$ cat src/rtl/game_pkg.sv
// Shared encodings for the player controllers and the match round controller.
// Player state bus values, game phases, round winner codes and spawn points.
package game_pkg;

    localparam int PLAYER_WIDTH = 10;
    localparam logic [PLAYER_WIDTH-1:0] P1_SPAWN_X = 10'd100;
    localparam logic [PLAYER_WIDTH-1:0] P2_SPAWN_X = 10'd500;

    localparam logic [3:0] S_IDLE      = 4'd0;
    localparam logic [3:0] S_WALK_FWD  = 4'd1;
    localparam logic [3:0] S_WALK_BACK = 4'd2;
    localparam logic [3:0] S_CROUCH    = 4'd3;
    localparam logic [3:0] S_JUMP      = 4'd4;
    localparam logic [3:0] S_PUNCH     = 4'd5;
    localparam logic [3:0] S_KICK      = 4'd6;
    localparam logic [3:0] S_SPECIAL   = 4'd7;
    localparam logic [3:0] S_BLOCK     = 4'd8;
    localparam logic [3:0] S_HITSTUN   = 4'd9;
    localparam logic [3:0] S_BLOCKSTUN = 4'd10;

    typedef enum logic [2:0] {
        PH_IDLE      = 3'd0,
        PH_COUNTDOWN = 3'd1,
        PH_FIGHT     = 3'd2,
        PH_ROUND_END = 3'd3,
        PH_MATCH_END = 3'd4
    } phase_e;

    localparam logic [1:0] WIN_NONE = 2'd0;
    localparam logic [1:0] WIN_P1   = 2'd1;
    localparam logic [1:0] WIN_P2   = 2'd2;

endpackage

$ cat src/rtl/frame_second_timer.sv
// Frame-driven seconds down-counter with a sub-second frame counter.
// load_i reloads seconds and clears the frame count; wrap_o pulses on each second.
module frame_second_timer #(
    parameter int FRAMES = 60,
    parameter int SEC_W = 7,
    parameter logic [SEC_W-1:0] RESET_VAL = '0
) (
    input  logic             clk_i,
    input  logic             reset_i,
    input  logic             load_i,
    input  logic             enable_i,
    input  logic [SEC_W-1:0] load_val_i,
    output logic [SEC_W-1:0] seconds_o,
    output logic             wrap_o
);

    localparam int SUB_W = (FRAMES > 1) ? $clog2(FRAMES) : 1;

    logic [SUB_W-1:0] sub_q, sub_d;
    logic [SEC_W-1:0] sec_q, sec_d;

    assign wrap_o = enable_i && (sub_q == SUB_W'(FRAMES - 1));
    assign seconds_o = sec_q;

    always_comb begin
        sub_d = sub_q;
        sec_d = sec_q;
        if (load_i) begin
            sub_d = '0;
            sec_d = load_val_i;
        end else if (enable_i) begin
            if (wrap_o) begin
                sub_d = '0;
                // Saturate so an expired timer stays at zero.
                sec_d = (sec_q == '0) ? '0 : sec_q - 1'b1;
            end else begin
                sub_d = sub_q + 1'b1;
            end
        end
    end

    always_ff @(posedge clk_i) begin
        if (reset_i) begin
            sub_q <= '0;
            sec_q <= RESET_VAL;
        end else begin
            sub_q <= sub_d;
            sec_q <= sec_d;
        end
    end

endmodule

$ cat src/rtl/match_round_controller.sv
// Two-player match sequencer: title, countdown, fight, round end, match end.
// Build option: define CHIP_DAMAGE_EN to let early-round block-stun cost health.
module match_round_controller
    import game_pkg::*;
#(
    parameter int MAX_HEALTH       = 3,
    parameter int ROUNDS_TO_WIN    = 2,
    parameter int FRAMES_PER_SEC   = 60,
    parameter int ROUND_TIME_S     = 60,
    parameter int COUNTDOWN_S      = 3,
    parameter int ROUND_END_FRAMES = 120
) (
    input  logic       clk_60Hz,
    input  logic       reset,
    input  logic       start,
    input  logic [3:0] p1_state,
    input  logic [3:0] p2_state,
    output logic       player_reset,
    output logic       play_enable,
    output logic [2:0] game_phase,
    output logic [1:0] countdown_value,
    output logic [6:0] round_timer,
    output logic [3:0] p1_health,
    output logic [3:0] p2_health,
    output logic [1:0] p1_rounds,
    output logic [1:0] p2_rounds,
    output logic [1:0] round_winner
);

    localparam int HW  = 4;
    localparam int RW  = 2;
    localparam int TW  = 7;
    localparam int CW  = 2;
    localparam int REW = (ROUND_END_FRAMES > 1) ? $clog2(ROUND_END_FRAMES) : 1;

    phase_e         phase_q, phase_d;
    logic [3:0]     prev1_q, prev2_q;
    logic [HW-1:0]  h1_q, h1_d, h2_q, h2_d;
    logic [RW-1:0]  r1_q, r1_d, r2_q, r2_d;
    logic [1:0]     win_q, win_d;
    logic [REW-1:0] re_cnt_q, re_cnt_d;

    logic          cd_load, cd_en, cd_wrap;
    logic          rt_load, rt_en, rt_wrap_unused;
    logic [CW-1:0] cd_sec;
    logic [TW-1:0] rt_sec;
    logic          enter_cd;
    logic          dmg1, dmg2;

    frame_second_timer #(
        .FRAMES    (FRAMES_PER_SEC),
        .SEC_W     (CW),
        .RESET_VAL ('0)
    ) u_countdown (
        .clk_i      (clk_60Hz),
        .reset_i    (reset),
        .load_i     (cd_load),
        .enable_i   (cd_en),
        .load_val_i (CW'(COUNTDOWN_S)),
        .seconds_o  (cd_sec),
        .wrap_o     (cd_wrap)
    );

    frame_second_timer #(
        .FRAMES    (FRAMES_PER_SEC),
        .SEC_W     (TW),
        .RESET_VAL (TW'(ROUND_TIME_S))
    ) u_round_timer (
        .clk_i      (clk_60Hz),
        .reset_i    (reset),
        .load_i     (rt_load),
        .enable_i   (rt_en),
        .load_val_i (TW'(ROUND_TIME_S)),
        .seconds_o  (rt_sec),
        .wrap_o     (rt_wrap_unused)
    );

`ifdef CHIP_DAMAGE_EN
    logic early_half;
    assign early_half = rt_sec > TW'(ROUND_TIME_S / 2);
    assign dmg1 = ((p1_state == S_HITSTUN) && (prev1_q != S_HITSTUN))
               || (early_half && (p1_state == S_BLOCKSTUN)
                   && (prev1_q != S_BLOCKSTUN));
    assign dmg2 = ((p2_state == S_HITSTUN) && (prev2_q != S_HITSTUN))
               || (early_half && (p2_state == S_BLOCKSTUN)
                   && (prev2_q != S_BLOCKSTUN));
`else
    assign dmg1 = (p1_state == S_HITSTUN) && (prev1_q != S_HITSTUN);
    assign dmg2 = (p2_state == S_HITSTUN) && (prev2_q != S_HITSTUN);
`endif

    always_comb begin
        phase_d  = phase_q;
        h1_d     = h1_q;
        h2_d     = h2_q;
        r1_d     = r1_q;
        r2_d     = r2_q;
        win_d    = win_q;
        re_cnt_d = re_cnt_q;
        cd_load  = 1'b0;
        cd_en    = 1'b0;
        rt_load  = 1'b0;
        rt_en    = 1'b0;
        enter_cd = 1'b0;
        unique case (phase_q)
            PH_IDLE: begin
                if (start) enter_cd = 1'b1;
            end
            PH_COUNTDOWN: begin
                cd_en = 1'b1;
                if (cd_wrap && (cd_sec == CW'(1))) phase_d = PH_FIGHT;
            end
            PH_FIGHT: begin
                rt_en = 1'b1;
                if (dmg1 && (h1_q != '0)) h1_d = h1_q - 1'b1;
                if (dmg2 && (h2_q != '0)) h2_d = h2_q - 1'b1;
                // Decision uses registered health/timer; KO outranks timeout.
                if ((h1_q == '0) || (h2_q == '0) || (rt_sec == '0)) begin
                    phase_d  = PH_ROUND_END;
                    re_cnt_d = '0;
                    if ((h1_q == '0) && (h2_q == '0)) win_d = WIN_NONE;
                    else if (h1_q == '0)             win_d = WIN_P2;
                    else if (h2_q == '0)             win_d = WIN_P1;
                    else if (h1_q > h2_q)            win_d = WIN_P1;
                    else if (h2_q > h1_q)            win_d = WIN_P2;
                    else                             win_d = WIN_NONE;
                    if (win_d == WIN_P1) r1_d = r1_q + 1'b1;
                    if (win_d == WIN_P2) r2_d = r2_q + 1'b1;
                end
            end
            PH_ROUND_END: begin
                if (re_cnt_q == REW'(ROUND_END_FRAMES - 1)) begin
                    if ((r1_q == RW'(ROUNDS_TO_WIN))
                        || (r2_q == RW'(ROUNDS_TO_WIN)))
                        phase_d = PH_MATCH_END;
                    else
                        enter_cd = 1'b1;
                end else begin
                    re_cnt_d = re_cnt_q + 1'b1;
                end
            end
            PH_MATCH_END: begin
                if (start) begin
                    enter_cd = 1'b1;
                    r1_d     = '0;
                    r2_d     = '0;
                end
            end
            default: phase_d = PH_IDLE;
        endcase
        if (enter_cd) begin
            phase_d = PH_COUNTDOWN;
            h1_d    = HW'(MAX_HEALTH);
            h2_d    = HW'(MAX_HEALTH);
            win_d   = WIN_NONE;
            cd_load = 1'b1;
            rt_load = 1'b1;
        end
    end

    always_ff @(posedge clk_60Hz) begin
        if (reset) begin
            phase_q  <= PH_IDLE;
            prev1_q  <= '0;
            prev2_q  <= '0;
            h1_q     <= HW'(MAX_HEALTH);
            h2_q     <= HW'(MAX_HEALTH);
            r1_q     <= '0;
            r2_q     <= '0;
            win_q    <= WIN_NONE;
            re_cnt_q <= '0;
        end else begin
            phase_q  <= phase_d;
            prev1_q  <= p1_state;
            prev2_q  <= p2_state;
            h1_q     <= h1_d;
            h2_q     <= h2_d;
            r1_q     <= r1_d;
            r2_q     <= r2_d;
            win_q    <= win_d;
            re_cnt_q <= re_cnt_d;
        end
    end

    assign player_reset    = (phase_q != PH_FIGHT);
    assign play_enable     = (phase_q == PH_FIGHT);
    assign game_phase      = phase_q;
    assign countdown_value = cd_sec;
    assign round_timer     = rt_sec;
    assign p1_health       = h1_q;
    assign p2_health       = h2_q;
    assign p1_rounds       = r1_q;
    assign p2_rounds       = r2_q;
    assign round_winner    = win_q;

endmodule

$ cat config.mk
export PLATFORM = sky130hd
export DESIGN_NAME = match_round_controller
export DESIGN_NICKNAME = d
export VERILOG_FILES = /design/src/rtl/game_pkg.sv /design/src/rtl/frame_second_timer.sv /design/src/rtl/match_round_controller.sv
export SDC_FILE = /design/constraint.sdc
export NUM_CORES = 1
export LEC_CHECK = 0
export BUFFER_PORTS_ARGS = -buffer_cell sky130_fd_sc_hd__clkbuf_2
export CAP_MARGIN = 20
export CORE_ASPECT_RATIO = 1.1
export CORE_MARGIN = 1
export CORE_UTILIZATION = 30
export DETAILED_ROUTE_END_ITERATION = 7
export PLACE_DENSITY_LB_ADDON = 0.05
export SYNTH_ARGS = -nofsm -noshare
export SYNTH_HDL_FRONTEND = slang
export SYNTH_HIERARCHICAL = 1
export SYNTH_SLANG_ARGS = --single-unit
$ cat constraint.sdc
create_clock -name clk_60Hz -period 5.3 [get_ports clk_60Hz]
set_input_delay 1.06 -clock clk_60Hz [delete_from_list [all_inputs] [get_ports clk_60Hz]]
set_output_delay 1.06 -clock clk_60Hz [all_outputs]
set_load 0.01 [all_outputs]
### After elaboration in Yosys (flattened, before gate mapping)

Cells that the tools add are included.

| storage, ports and cells | value |
|---|---|
| output and inout bits | 28 |
| flip-flop bits (word level) | 53 |
| word-level logic and storage cells | 128 |

| operators by class | value |
|---|---|
| multiplexer cells | 37 |
| reductions and logical operators | 35 |
| order comparisons | 2 |
| add/subtract/negate cells | 9 |
| bitwise operators | 1 |
| equal/unequal tests | 30 |

Operators with widths:

| operator | number |
|---|---|
| 2-bit two-way mux | 16 |
| 7-bit two-way mux | 3 |
| 7-bit one-hot mux with 2 select lines | 1 |
| 6-bit by 1-bit adder with 6-bit output (second input constant) | 2 |
| 6-bit equality test (second input constant) | 2 |
| 3-bit two-way mux | 4 |
| 6-bit two-way mux | 2 |
| 3-bit one-hot mux with 4 select lines | 1 |
| 2-bit inequality test (second input constant) | 5 |
| 2-bit AND reduction | 5 |
| 5-bit AND reduction | 2 |
| 3-bit inequality test (second input constant) | 3 |
| 4-bit equality test (second input constant) | 2 |
| 4-bit > comparator | 2 |
| 1-bit logical AND | 8 |
| 4-bit zero test | 2 |
| 2-bit by 1-bit inequality test with 1-bit output (second input constant) | 4 |
| 4-bit inequality test (second input constant) | 2 |
| 2-bit one-hot mux with 2 select lines | 2 |
| 4-bit AND reduction | 2 |
| 2-bit nonzero test | 4 |
| 4-bit nonzero test | 2 |
| 4-bit by 1-bit subtractor with 4-bit output (second input constant) | 2 |
| 7-bit by 1-bit adder with 7-bit output (second input constant) | 1 |
| other kinds (20) | 35 |

### Logic depth before layout (Yosys ltp)

Gate-level depths: netlist of run 1.

| logic depth | value |
|---|---|
| depth in word-level cells | 12 |
| depth in mapped cells | 11 |

### By module

The synthesis of run 1 kept the hierarchy.

By module, submodules not included:

| module | cells each | area each (um^2) | times used | seq. area each (um^2) |
|---|---|---|---|---|
| match_round_controller | 185 | 1,711.6 | 1 | 640.6 |
| frame_second_timer (u_round_timer) | 89 | 765.7 | 1 | 260.2 |
| frame_second_timer (u_countdown) | 43 | 389.1 | 1 | 160.2 |

### Worst setup path after synthesis of run 1

No wires, ideal clock.

| timing path | value |
|---|---|
| path kind | input -> register |
| from | input p1_state[1] |
| to | register h1_q[3] (netlist: p1_health[3]) |
| setup time | 122 ps |
| cell stages on the path | 5 |
| path slack | 2,931 ps |
| path buffers | 0 |
| data arrival time | 2,247 ps |
| cell sequence | or4bb_1 > nor4_4 > nand4_1 > xnor2_1 > nor2_1 |

| between the ends | value |
|---|---|
| word-level cells in the longest chain between the ends | 4 |

Ends and longest elaborated chain:

| element | RTL line | RTL |
|---|---|---|
| from (decl) | match_round_controller.sv:16 | `input logic [3:0] p1_state,` |
| 4-bit equality test | match_round_controller.sv:88 | `assign dmg1 = (p1_state == S_HITSTUN) && (prev1_q != S_HITSTUN);` |
| 1-bit logical AND | match_round_controller.sv:88 |  |
| 1-bit logical AND | match_round_controller.sv:115 | `if (dmg1 && (h1_q != '0)) h1_d = h1_q - 1'b1;` |
| 2-bit AND reduction (no line) | n/a |  |
| to (signal assigned) | match_round_controller.sv:166 | `h1_q <= HW'(MAX_HEALTH);` |
| to (decl) | match_round_controller.sv:38 | `logic [HW-1:0] h1_q, h1_d, h2_q, h2_d;` |

Every way passes these cells.
A chain may end at the register's enable or synchronous reset.

### Worst setup path after layout of run 1

| timing path | value |
|---|---|
| from | register phase_q[1] (netlist: game_phase[1]) |
| to | output play_enable |

| between the ends | value |
|---|---|
| word-level cells in the longest chain between the ends | 1 |

Ends and longest elaborated chain:

| element | RTL line | RTL |
|---|---|---|
| from (decl) | match_round_controller.sv:36 | `phase_e phase_q, phase_d;` |
| from (signal assigned) | match_round_controller.sv:173 | `phase_q <= phase_d;` |
| 3-bit by 2-bit equality test with 1-bit output | match_round_controller.sv:186 | `assign play_enable = (phase_q == PH_FIGHT);` |
| to (decl) | match_round_controller.sv:19 | `output logic play_enable,` |

Every way passes these cells.

==> impl_metrics.tcl, run 1 <==
set metrics [dict create \
    hold_slack_ns 0.495 \
    dr.pass1.iters 5 \
    post_cts_resized 0 \
    finalWorstSetupSlack_ns 2.47 \
    power_mw 0.758 \
    drc 0 \
    start_kind "flip-flop" \
    ant_nets 0 \
    cts_root_buf "clkbuf_8" \
    drt_iter0_drc 84 \
    overflow 0 \
    syn_avg_cell_area_um2 9.06 \
    dp_hpwl_um 4610 \
    grt_pass1_wl_um 10800 \
    ioPinCount 39 \
    syn-instance-count 316 \
    numCtsBuffers 5 \
    cts_hold_buf 0 \
    rr_startpoint "game_phase[0]" \
    diodes 0 \
    antenna_found_initial 0 \
    postLayoutCellArea_um2 3230 \
    ir_drop_uv 116 \
    rows 37 \
    dpl.cell_count 464 \
    crit_fanout 12 \
    place_ws_ns 2.71 \
    place.gp.congestion 0.726 \
    viasPerCell 4.86 \
    hold_class "reg2reg" \
    crit_required_ns 4.24 \
    grt_max_degree 36 \
    finalHoldViolCount 0 \
    r2r_slack_ns 2.88 \
    hold_start "re_cnt_q[5]" \
    wl_met3_um 161 \
    clock_latency_ns 0.30 \
    syn_area_um2 2860 \
    min_to "re_cnt_q[5]" \
    die_h_um 104 \
    cp_num_buf_inv 2 \
    whs_path_depth 2 \
    slowest_delay_ns 0.61 \
    skew_ns 0.00682 \
    leakagePower_nw 1.22 \
    areaGrowthSynthToFinish_pct 12.9 \
    fp.dieArea_um2 9940 \
    numPortBuffers 38 \
    grt_pass1_vias 2168 \
    crit_type "reg2out" \
    rsz0062_at_grt "false" \
    drive_gt1_share_pct 18.9 \
    globalRouteTotalUtil_pct 13.8 \
    cts_sinks 53 \
    tightest_slew_ns 0.792 \
    cp_cell_sequence "or3b_1 > clkinv_8 > clkbuf_2" \
    wl_met2_um 2980 \
    routed_wl_um 6310 \
    end_kind "output pin" \
    cts_tree "yes" \
    critPathArrivalTime_ns 1.77 \
    nets 378 \
    setup_tns_ns 0 \
    utilization_pct 34.7 \
    worstRegToRegCells 5 \
    clock_path_buffers 2 \
    cts_post_setup_buffers_inserted 0 \
    ys.warnings.count 6 \
    place_area_um2 3120 \
    chipWidth_um 95.1 \
    period_minus_slack_ns 2.83 \
    cp_top_family "simple AND/OR/NAND/NOR gates" \
    crit_slowest_cell "or3b_1" \
    start_util_pct 30.8 \
    power.density_nw_per_um2 235 \
    slew_viol_final 0 \
    setup_viol 0 \
    h-tree-depth 2 \
    r2r-end "u_countdown/seconds_o[0]" \
    num_vias 2292 \
    cap_violations 0 \
    layout.cells.non_filler 472 \
    fp.coreArea_um2 9310 \
    maxSlewHeadroom_pct 47.2 \
    fin_crit_sh_pct 53.3 \
    clk_pin_slew_worst_paths_ns 0.10 \
    wl_per_cell_um 13.4 \
    dr.max_layer_used "met4" \
    fmax_mhz 354 \
    status "finished clean" \
    wl_met1_um 3120 \
]
==> flip-flops by register name, indices dropped and copies added (netlist names) <==
signal / cells
game_phase: 3
u_round_timer/seconds_o: 7
u_round_timer/sub_q: 6
p2_health: 4
p1_health: 4
p2_rounds: 2
round_winner: 2
u_countdown/seconds_o: 2
re_cnt_q: 7
u_countdown/sub_q: 6
prev2_q: 4
p1_rounds: 2
prev1_q: 4
==> how the worst max path moves through the flow <==
stage | from | end | slack [ns] | cells past startpoint
floorplan | p1_state[1] | p1_health[3] | 2.93 | 5
global placement | p1_state[1] | p1_health[3] | 2.70 | 6
detailed placement | p1_state[1] | p1_health[3] | 2.71 | 6
CTS | game_phase[1] | play_enable | 2.44 | 3
global route | game_phase[1] | play_enable | 2.37 | 3
finish | game_phase[1] | play_enable | 2.47 | 3
==> where the power goes <==
part / switching, mW / internal [mW]
clock: 0.141 / 0.142
combinational: 0.0334 / 0.0240
sequential: 0.0108 / 0.408
total: 0.185 / 0.573
==> worst min-delay path: stages (launching register included) <==
cell      delay, ns
dfxtp_1        0.33
o21ai_0        0.07
a21boi_1       0.05
==> layout by cell type (no fill, tap or decap), types with 2 or more instances in the layout <==
master / n
nand2_1: 18
a21boi_1: 4
nand3b_1: 3
nor4_1: 5
dfxtp_1: 53
nor2_1: 28
nand4_1: 6
nor2b_1: 15
nor4_4: 2
inv_1: 15
nand2b_1: 4
nor3b_1: 4
and2_1: 2
and2_2: 2
o21ai_0: 14
nand3_1: 4
nor3_1: 12
or3_1: 8
or3b_1: 2
o21ba_2: 2
ha_1: 13
xor2_1: 8
conb_1: 9
or4bb_1: 2
mux2_2: 2
nor4bb_1: 2
o21a_1: 2
clkbuf_2: 38
a21oi_1: 14
o211ai_1: 5
a211oi_1: 3
or3b_2: 2
clkbuf_8: 5
a221oi_1: 4
mux2i_1: 6
xnor2_1: 6
==> routing by layer <==
layer,GRT usage [%],vias to the layer above
met5,0,-
met4,4.00,0
met3,3.00,2
met2,21.2,23
met1,19.1,1072
li1,-,1195
==> final cells by class <==
cell class,count,area (um2)
Tap cell,117,146
Multi-Input combinational cell,240,1650
Sequential cell,53,1060
Inverter,16,72.6
Clock buffer,5,68.8
Fill cell,983,6070
Clock inverter,3,46.3
Timing Repair Buffer,38,190
Power figures use the tool's default switching activity.
==> run 2, diff against run 1 <==
==> constraint.sdc (replaced) <==
create_clock -name clk_60Hz -period 2.7 [get_ports clk_60Hz]
set_input_delay 0.54 -clock clk_60Hz [delete_from_list [all_inputs] [get_ports clk_60Hz]]
set_output_delay 0.54 -clock clk_60Hz [all_outputs]
set_load 0.01 [all_outputs]
==> impl_metrics.tcl, run 2 (same netlist as run 1, synthesis figures left out) <==
set metrics [dict create \
    diodes 0 \
    critPathArrivalTime_ns 1.75 \
    tightest_slew_ns 0.611 \
    skew_ns 0.00431 \
    grt_pass1_vias 2047 \
    drive_gt1_share_pct 20.0 \
    cts_sinks 53 \
    ioPinCount 39 \
    ant_nets 0 \
    crit_type "reg2out" \
    cp_top_family "simple AND/OR/NAND/NOR gates" \
    cts_hold_buf 0 \
    dp_hpwl_um 4840 \
    areaGrowthSynthToFinish_pct 14.4 \
    maxSlewHeadroom_pct 58.9 \
    cp_num_buf_inv 2 \
    start_util_pct 30.8 \
    cap_violations 0 \
    cp_cell_sequence "or3b_1 > clkinv_8 > clkbuf_2" \
    dr.pass1.iters 4 \
    drt_iter0_drc 85 \
    switchingPower_mw 0.365 \
    sequentialPowerShare_pct 54.1 \
    cts_post_setup_buffers_inserted 0 \
    clock_latency_ns 0.31 \
    grt_max_degree 17 \
    slowest_delay_ns 0.60 \
    num_vias 2315 \
    finalHoldViolCount 0 \
    hold_slack_ns 0.448 \
    numPortBuffers 38 \
    chipWidth_um 95.1 \
    numCtsBuffers 5 \
    rsz0062_at_grt "false" \
    layout.cells.non_filler 477 \
    cts_tree "yes" \
    fp.coreArea_um2 9310 \
    power_mw 1.52 \
    ir_drop_uv 221 \
    clock_path_buffers 2 \
    clk_pin_slew_worst_paths_ns 0.10 \
    crit_slowest_cell "or3b_1" \
    drc 0 \
    end_kind "output pin" \
    crit_required_ns 2.16 \
    p_sw_share_pct 24.0 \
    overflow 0 \
    globalRouteTotalUtil_pct 13.8 \
    die_h_um 104 \
    cts_root_buf "clkbuf_8" \
    place.gp.congestion 0.731 \
    pwr-share-comb_pct 7.8 \
    grt_pass1_wl_um 10700 \
    leakagePower_nw 1.25 \
    antenna_found_initial 0 \
    wl_per_cell_um 13.4 \
    layout_commonest_cell "dfxtp_1" \
    most-common-layout-cells "53 x dfxtp_1, 38 x clkbuf_2, 28 x nor2_1" \
    period_minus_slack_ns 2.29 \
    post_cts_resized 0 \
    setup_tns_ns 0 \
    r2r_slack_ns 0.52 \
    dpl.cell_count 469 \
    pwr-share-clk_pct 38.1 \
    hold_class "in2reg" \
    setup_viol 0 \
    status "finished clean" \
    fin_crit_sh_pct 84.7 \
    viasPerCell 4.85 \
    routed_wl_um 6410 \
    nets 383 \
    start_kind "flip-flop" \
    power.density_nw_per_um2 464 \
    rows 37 \
    slew_viol_final 0 \
    h-tree-depth 2 \
    power.internal_mw 1.15 \
    crit_fanout 12 \
    fp.dieArea_um2 9940 \
    fmax_mhz 437 \
]
## run 2: final timing paths
path	startpoint	end	cells after the start
worst min register to register	re_cnt_q[5]	re_cnt_q[5]	2
worst max register to register	game_phase[1]	u_round_timer/seconds_o[0]	5
worst min-delay path	p1_state[3]	prev1_q[3]	2
worst max-delay path	game_phase[1]	play_enable	3
## run 2: area by class of cell
class | count | area, um2
tap | 117 | 146
timing repair buffer | 43 | 228
clock buffer | 6 | 82.6
clock inverter | 2 | 37.5
sequential | 53 | 1060
fill | 978 | 6030
multi-input combinational | 240 | 1650
inverter | 16 | 72.6
## run 2: layer usage
layer	up-vias	part of all wire (%)	global-route usage (%)
li1	1206	-	-
met1	1075	50	19.3
met2	28	46	21.0
met3	6	2.7	3.07
met4	0	1.2	3.90
met5	-	0	0
## run 2: power groups by stage
stage | combinational (mW) | sequential, mW | clock [mW]
floorplan | 0.0797 | 0.838 | 0
global placement | 0.121 | 0.840 | 0
detailed placement | 0.121 | 0.840 | 0
CTS | 0.121 | 0.823 | 0.614
global route | 0.133 | 0.826 | 0.638
finish | 0.118 | 0.822 | 0.579
## run 2: worst reg2reg max path: stages (launching register included)
cell	delay, ns
dfxtp_1	0.52
or3b_1	0.60
clkinv_8	0.16
nand3_2	0.19
or3_1	0.40
a221oi_1	0.22
## run 2: through the flow
step                      area [um2]  utilization [%]  setup slack [ns]
final                           3280             35.2             0.413
after global routing            3280             35.2             0.301
after CTS                       3280             35.2             0.384
after detailed placement        3160             33.9             0.496
after global placement          3160             33.9             0.510
after floorplan                 2890                -             0.641
